### src/rtl/uart_pkg.sv
`default_nettype none
// ============================================================================
// Package : uart_pkg
// Brief   : Shared constants and types for the UART transmitter and receiver
// Rev     : 1.0
// ============================================================================
package uart_pkg;

    localparam logic [11:0] BAUD_DEFAULT = 12'hA2C;
    localparam int          FRAME_BITS   = 10;

    typedef enum logic [0:0] {
        IDLE     = 1'b0,
        TRANSMIT = 1'b1
    } tx_state_t;

endpackage
`default_nettype wire

### src/rtl/uart_tx_if.sv
`default_nettype none
// ============================================================================
// Interface : uart_tx_if
// Brief     : Byte handshake and serial line of the UART transmitter
// Rev       : 1.0
// ============================================================================
interface uart_tx_if;

    logic       trmt;
    logic [7:0] tx_data;
    logic       tx_rdy;
    logic       busy;
    logic       tx_done;
    logic       TX;

    modport master (
        output trmt,
        output tx_data,
        input  tx_rdy,
        input  busy,
        input  tx_done,
        input  TX
    );

    modport slave (
        input  trmt,
        input  tx_data,
        output tx_rdy,
        output busy,
        output tx_done,
        output TX
    );

endinterface
`default_nettype wire

### src/rtl/uart_baud_gen.sv
`default_nettype none
// ============================================================================
// Module : uart_baud_gen
// Brief  : Clearable up-counter producing a one-cycle tick every BAUD clocks
// Rev    : 1.0
// ============================================================================
module uart_baud_gen
    import uart_pkg::*;
#(
    parameter logic [11:0] BAUD = BAUD_DEFAULT
) (
    input  logic clk,
    input  logic rst,
    input  logic clr,
    output logic tick
);

    localparam logic [11:0] c_LAST = BAUD - 12'd1;

    logic [11:0] r_cnt;

    always_ff @(posedge clk) begin
        if (rst || clr) begin
            r_cnt <= 12'd0;
        end else if (r_cnt == c_LAST) begin
            r_cnt <= 12'd0;
        end else begin
            r_cnt <= r_cnt + 12'd1;
        end
    end

    assign tick = (r_cnt == c_LAST);

endmodule
`default_nettype wire

### src/rtl/uart_tx.sv
`default_nettype none
// ============================================================================
// Module : uart_tx
// Brief  : 8N1 UART transmitter, LSB first, one-entry holding register
// Rev    : 1.0
// ============================================================================
module uart_tx
    import uart_pkg::*;
#(
    parameter logic [11:0] BAUD = BAUD_DEFAULT
) (
    input  logic     clk,
    input  logic     rst,
    uart_tx_if.slave bus
);

    localparam logic [3:0] c_LAST_BIT = 4'(FRAME_BITS - 1);

    tx_state_t             r_state;
    logic [FRAME_BITS-1:0] r_shift;
    logic [3:0]            r_bit_cnt;
    logic [7:0]            r_hold;
    logic                  r_hold_full;
    logic                  r_tx_done;

    logic w_tick;
    logic w_accept;
    logic w_frame_end;
    logic w_baud_clr;

    assign w_accept    = bus.trmt && !r_hold_full;
    assign w_frame_end = (r_state == TRANSMIT) && w_tick && (r_bit_cnt == c_LAST_BIT);
    // Counter is held at zero while idle so the first bit is exactly BAUD clocks.
    assign w_baud_clr  = (r_state == IDLE) || w_frame_end;

    uart_baud_gen #(
        .BAUD (BAUD)
    ) u_baud_gen (
        .clk  (clk),
        .rst  (rst),
        .clr  (w_baud_clr),
        .tick (w_tick)
    );

    always_ff @(posedge clk) begin
        if (rst) begin
            r_state     <= IDLE;
            r_shift     <= '1;
            r_bit_cnt   <= 4'd0;
            r_hold      <= 8'd0;
            r_hold_full <= 1'b0;
            r_tx_done   <= 1'b0;
        end else begin
            r_tx_done <= w_frame_end;
            case (r_state)
                IDLE: begin
                    if (w_accept) begin
                        r_shift   <= {1'b1, bus.tx_data, 1'b0};
                        r_bit_cnt <= 4'd0;
                        r_state   <= TRANSMIT;
                    end
                end
                TRANSMIT: begin
                    if (w_frame_end) begin
                        r_bit_cnt <= 4'd0;
                        // Reload on the stop-bit edge itself so frames abut with no gap.
                        if (r_hold_full) begin
                            r_shift     <= {1'b1, r_hold, 1'b0};
                            r_hold_full <= 1'b0;
                        end else if (w_accept) begin
                            r_shift <= {1'b1, bus.tx_data, 1'b0};
                        end else begin
                            r_shift <= '1;
                            r_state <= IDLE;
                        end
                    end else begin
                        if (w_tick) begin
                            r_shift   <= {1'b1, r_shift[FRAME_BITS-1:1]};
                            r_bit_cnt <= r_bit_cnt + 4'd1;
                        end
                        if (w_accept) begin
                            r_hold      <= bus.tx_data;
                            r_hold_full <= 1'b1;
                        end
                    end
                end
                default: r_state <= IDLE;
            endcase
        end
    end

    assign bus.TX      = r_shift[0];
    assign bus.busy    = (r_state == TRANSMIT);
    assign bus.tx_rdy  = !r_hold_full;
    assign bus.tx_done = r_tx_done;

endmodule
`default_nettype wire
### src/flat_wrapper.sv
// flat-port wrapper written by rule: the top's interface ports become plain ports
module uart_tx_flat import uart_pkg::*;
#(
    parameter logic [11:0] BAUD = BAUD_DEFAULT
)
  (clk, rst, bus_trmt, bus_tx_data, bus_tx_rdy, bus_busy, bus_tx_done, bus_TX);
  uart_tx_if bus_i ();
  input  logic clk;
  input  logic rst;
  input wire logic [$bits(bus_i.trmt)-1:0] bus_trmt;
  input wire logic [$bits(bus_i.tx_data)-1:0] bus_tx_data;
  output wire logic [$bits(bus_i.tx_rdy)-1:0] bus_tx_rdy;
  output wire logic [$bits(bus_i.busy)-1:0] bus_busy;
  output wire logic [$bits(bus_i.tx_done)-1:0] bus_tx_done;
  output wire logic [$bits(bus_i.TX)-1:0] bus_TX;
  assign bus_i.trmt = bus_trmt;
  assign bus_i.tx_data = bus_tx_data;
  assign bus_tx_rdy = bus_i.tx_rdy;
  assign bus_busy = bus_i.busy;
  assign bus_tx_done = bus_i.tx_done;
  assign bus_TX = bus_i.TX;
  uart_tx #(.BAUD(BAUD)) u_core (.clk(clk), .rst(rst), .bus(bus_i));
endmodule
### config.mk
export PLATFORM = sky130hd
export DESIGN_NAME = uart_tx_flat
export DESIGN_NICKNAME = d
export VERILOG_FILES = /design/src/rtl/uart_pkg.sv /design/src/rtl/uart_tx_if.sv /design/src/rtl/uart_baud_gen.sv /design/src/rtl/uart_tx.sv /design/src/flat_wrapper.sv
export SDC_FILE = /design/constraint.sdc
export NUM_CORES = 1
export LEC_CHECK = 0
export ABC_AREA = 0
export CORE_MARGIN = 4
export CORE_UTILIZATION = 43
export CTS_BUF_LIST = sky130_fd_sc_hd__clkbuf_4
export CTS_CLUSTER_DIAMETER = 50
export DETAILED_ROUTE_END_ITERATION = 7
export SLEW_MARGIN = 15
export SYNTH_ARGS = -nofsm -noshare
export SYNTH_HDL_FRONTEND = slang
export SYNTH_SLANG_ARGS = --single-unit
### constraint.sdc
create_clock -name clk -period 3.7 [get_ports clk]
set_clock_uncertainty 0.05 [all_clocks]
set_input_delay 0.37 -clock clk [delete_from_list [all_inputs] [get_ports clk]]
set_output_delay 0.37 -clock clk [all_outputs]
set_load 0.01 [all_outputs]
==> results_dict.tcl <==
set metrics [dict create \
    vias 1694 \
    post-cts-setup-buffer-count 0 \
    fin_worst_hold_slack_ps 425 \
    grt_antenna_before_repair 0 \
    cts.sinks 36 \
    dp_hpwl_um 3010 \
    period_needed_ps 2310 \
    clkTransAtPathRegs_ps 100 \
    gp_congestion 0.797 \
    critical_path.reg2reg.startpoint "u_core.u_baud_gen.r_cnt[0]" \
    initial_cell_density_of_the_core 0.452 \
    io_pins 15 \
    synth_cells 221 \
    ys_seq_elements 36 \
    slew_headroom 0.393 \
    reg2reg_setup_slack_ps 1390 \
    power_leakage_nw 0.672 \
    critPathCapture "u_core.r_shift[3]" \
    place_ws_ps 1200 \
    core_um2 4060 \
    cts_max_level 2 \
    number_of_hold_repair_buffers_added_at_the_cts_stage 0 \
    power_per_cell_area_nw_per_um2 351 \
    final-setup-viol-count 0 \
    worstHoldPathType "reg2reg" \
    synth.distinct_cells 39 \
    vias_per_cell 6.09 \
    grt_use_total 0.182 \
    grt_max_degree 25 \
    detail_route.iter0.violations 192 \
    timing.critical_path.cells "ha_1, and4b_1, nand4_1, a32oi_1, a21oi_1" \
    drt_first_pass_iters 4 \
    final_max_slew_viol_count 0 \
    required_ps 3880 \
    syn-cell-area_um2 1830 \
    reg2reg_depth 5 \
    cts_root_buf "sky130_fd_sc_hd__clkbuf_4" \
    cts_buffer_depth 2 \
    cp-start-kind "flop" \
    grt_remaining_overflow 0 \
    post-route-cell-area_um2 2030 \
    number_of_global_route_vias_before_repair 1633 \
    routed_wire_length_per_instance_um 15.7 \
    crit_slowest_cell "sky130_fd_sc_hd__nand4_1" \
    clkLatencyLatePin_ps 340 \
    area_after_dpl_um2 1970 \
    outcome "finished, final reports clean" \
    post_cts_resize_count 0 \
    grtUsageMet2 0.258 \
    rows 23 \
    grt.busiest_layer "met1" \
    max_stage_delay_ps 640 \
    ant_nets 0 \
    worst-slew-pin-transition_ps 907 \
    io_buffer_count 14 \
    final_hold_viol_count 0 \
    area.growth.synth_to_final_pct 10.6 \
    r2r_end "u_core.r_shift[3]" \
    peakVddDrop_uv 160 \
    tritoncts "built" \
    die_h_um 73.3 \
    grt_first_pass_wirelength_um 7600 \
    die_w_um 73.3 \
    min_from "u_core.u_baud_gen.r_cnt[0]" \
    syn_area_per_cell_um2 8.30 \
    total_negative_setup_slacks_ps 0 \
    critical_path_arrival_ps 2490 \
    cp_max_fo 16 \
    fmax_ghz 0.432 \
    final_worst_path_cycle_share 0.625 \
    cp-end-kind "flop" \
    postSynthNetCount 235 \
    post-route-drc-count 0 \
    timing.setup.critical_path_class "reg2reg" \
    gr_met1_demand_resource 0.269 \
    post-layout-total-power_mw 0.711 \
    setup_slack_ps 1390 \
    wirelength_um 4370 \
    synth_seq_area_share 0.393 \
    grt_setup_unrepaired "no" \
    yosys_warnings 0 \
    cp-startpoint "u_core.u_baud_gen.r_cnt[0]" \
    max-cap-violations 0 \
    antennaDiodeCount 0 \
    final_net_count 241 \
    drive_above_1_share 0.0526 \
    dieArea_um2 5370 \
    number_of_cts_inserted_buffers 5 \
    met3_layer_usage_reported_by_global_route 0.0479 \
]
[cells in the mapped netlist, drive strengths merged]
cell / n / share of area
nand3: 18 / 0.056
and4bb: 2 / 0.014
clkbuf: 12 / 0.025
nand3b: 2 / 0.0082
a31oi: 1 / 0.0034
nor4b: 1 / 0.013
o22a: 1 / 0.0048
and3: 3 / 0.010
ha: 3 / 0.020
nor3b: 2 / 0.0082
a2bb2oi: 7 / 0.033
or3: 4 / 0.014
nand4: 4 / 0.014
buf: 3 / 0.011
nor3: 9 / 0.025
and3b: 1 / 0.0048
nor2b: 1 / 0.0034
o31ai: 1 / 0.0041
a21o: 1 / 0.0041
o311ai: 1 / 0.0048
or4: 1 / 0.0041
xnor2: 4 / 0.019
or3b: 1 / 0.0048
and4b: 1 / 0.0055
a32oi: 8 / 0.038
nor4bb: 1 / 0.0055
inv: 5 / 0.010
and2: 1 / 0.0034
nand2b: 8 / 0.027
a21oi: 29 / 0.079
xor2: 5 / 0.024
nor2: 22 / 0.045
and4: 3 / 0.014
nand2: 7 / 0.014
o21ai: 12 / 0.033
dfxtp: 36 / 0.39
[state kept, by name (all words and copies together), names as in the netlist]
signal                   count
u_core.u_baud_gen.r_cnt     12
u_core.r_hold_full           1
u_core.r_bit_cnt             4
u_core.r_hold                8
u_core.r_shift               9
u_core.bus.tx_done           1
u_core.bus.busy              1
[metrics by stage]
step | std cells | utilization
after floorplan | 221 | -
after global placement | 270 | 0.486
after detailed placement | 270 | 0.486
after CTS | 278 | 0.500
after global routing | 278 | 0.500
final | 278 | 0.500
[critical path, delay by kind of cell (launching register included)]
| kind | cells | cell delay (ps) |
|---|---|---|
| AND/OR/NAND/NOR | 2 | 980 |
| AO/OA/AOI/OAI | 2 | 550 |
| flip-flops | 1 | 380 |
| adder cells (fa/ha/maj) | 1 | 230 |
[worst min path at each step]
stage | cells after the start | slack (ps) | endpoint
finish | 1 | 420 | u_core.u_baud_gen.r_cnt[0]
detailed placement | 1 | 410 | u_core.u_baud_gen.r_cnt[0]
floorplan | 1 | 380 | u_core.u_baud_gen.r_cnt[0]
global placement | 1 | 390 | u_core.u_baud_gen.r_cnt[0]
CTS | 1 | 430 | u_core.u_baud_gen.r_cnt[0]
global route | 1 | 480 | u_core.u_baud_gen.r_cnt[0]
[cells in the final DEF, fill, tap and decap left out, types with 2 or more instances in the layout]
cell / instances
sky130_fd_sc_hd__a32oi_1: 8
sky130_fd_sc_hd__nor3_1: 9
sky130_fd_sc_hd__a21oi_1: 29
sky130_fd_sc_hd__nand3b_1: 2
sky130_fd_sc_hd__inv_1: 5
sky130_fd_sc_hd__nand3_1: 17
sky130_fd_sc_hd__a2bb2oi_1: 7
sky130_fd_sc_hd__clkbuf_4: 7
sky130_fd_sc_hd__o21ai_0: 12
sky130_fd_sc_hd__dfxtp_1: 36
sky130_fd_sc_hd__ha_1: 3
sky130_fd_sc_hd__or3_1: 4
sky130_fd_sc_hd__nand4_1: 4
sky130_fd_sc_hd__and4_1: 3
sky130_fd_sc_hd__clkdlybuf4s50_1: 14
sky130_fd_sc_hd__xor2_1: 5
sky130_fd_sc_hd__and4bb_2: 2
sky130_fd_sc_hd__nand2_1: 7
sky130_fd_sc_hd__nand2b_1: 8
sky130_fd_sc_hd__nor3b_1: 2
sky130_fd_sc_hd__and3_1: 3
sky130_fd_sc_hd__nor2_1: 22
sky130_fd_sc_hd__xnor2_1: 4
[final cells by class]
| type | instances | area (µm²) |
|---|---|---|
| fillers | 391 | 2030 |
| multi-input cells | 165 | 1030 |
| flip-flops and latches | 36 | 721 |
| repair buffers | 14 | 140 |
| well taps | 50 | 62.6 |
| clock buffers | 7 | 52.6 |
| inverters | 5 | 18.8 |
| clock inverters | 1 | 3.75 |
[cells by family after synthesis]
group	count (synthesis)	share of synthesized area
xor gates and xnor gates	9	0.0430
and+or+nand+nor	92	0.293
buffers and inverters	20	0.0457
AOI/OAI and AO/OA	61	0.205
adders and majority gates	3	0.0205
DFF	36	0.393
[layer usage]
| metal | vias to the layer above | wire (µm) | share of wire |
|---|---|---|---|
| li1 | 817 | - | - |
| met1 | 807 | 2070 | 0.47 |
| met2 | 66 | 1920 | 0.44 |
| met3 | 4 | 338 | 0.077 |
| met4 | 0 | 40 | 0.0092 |
| met5 | - | 0 | 0 |
[where the power goes]
part	internal, mW	switching (mW)	total, mW
clock network	0.0878	0.127	0.215
registers	0.400	0.0137	0.414
logic	0.0395	0.0428	0.0824
total	0.528	0.184	0.711
Power figures use the tool's default switching activity.
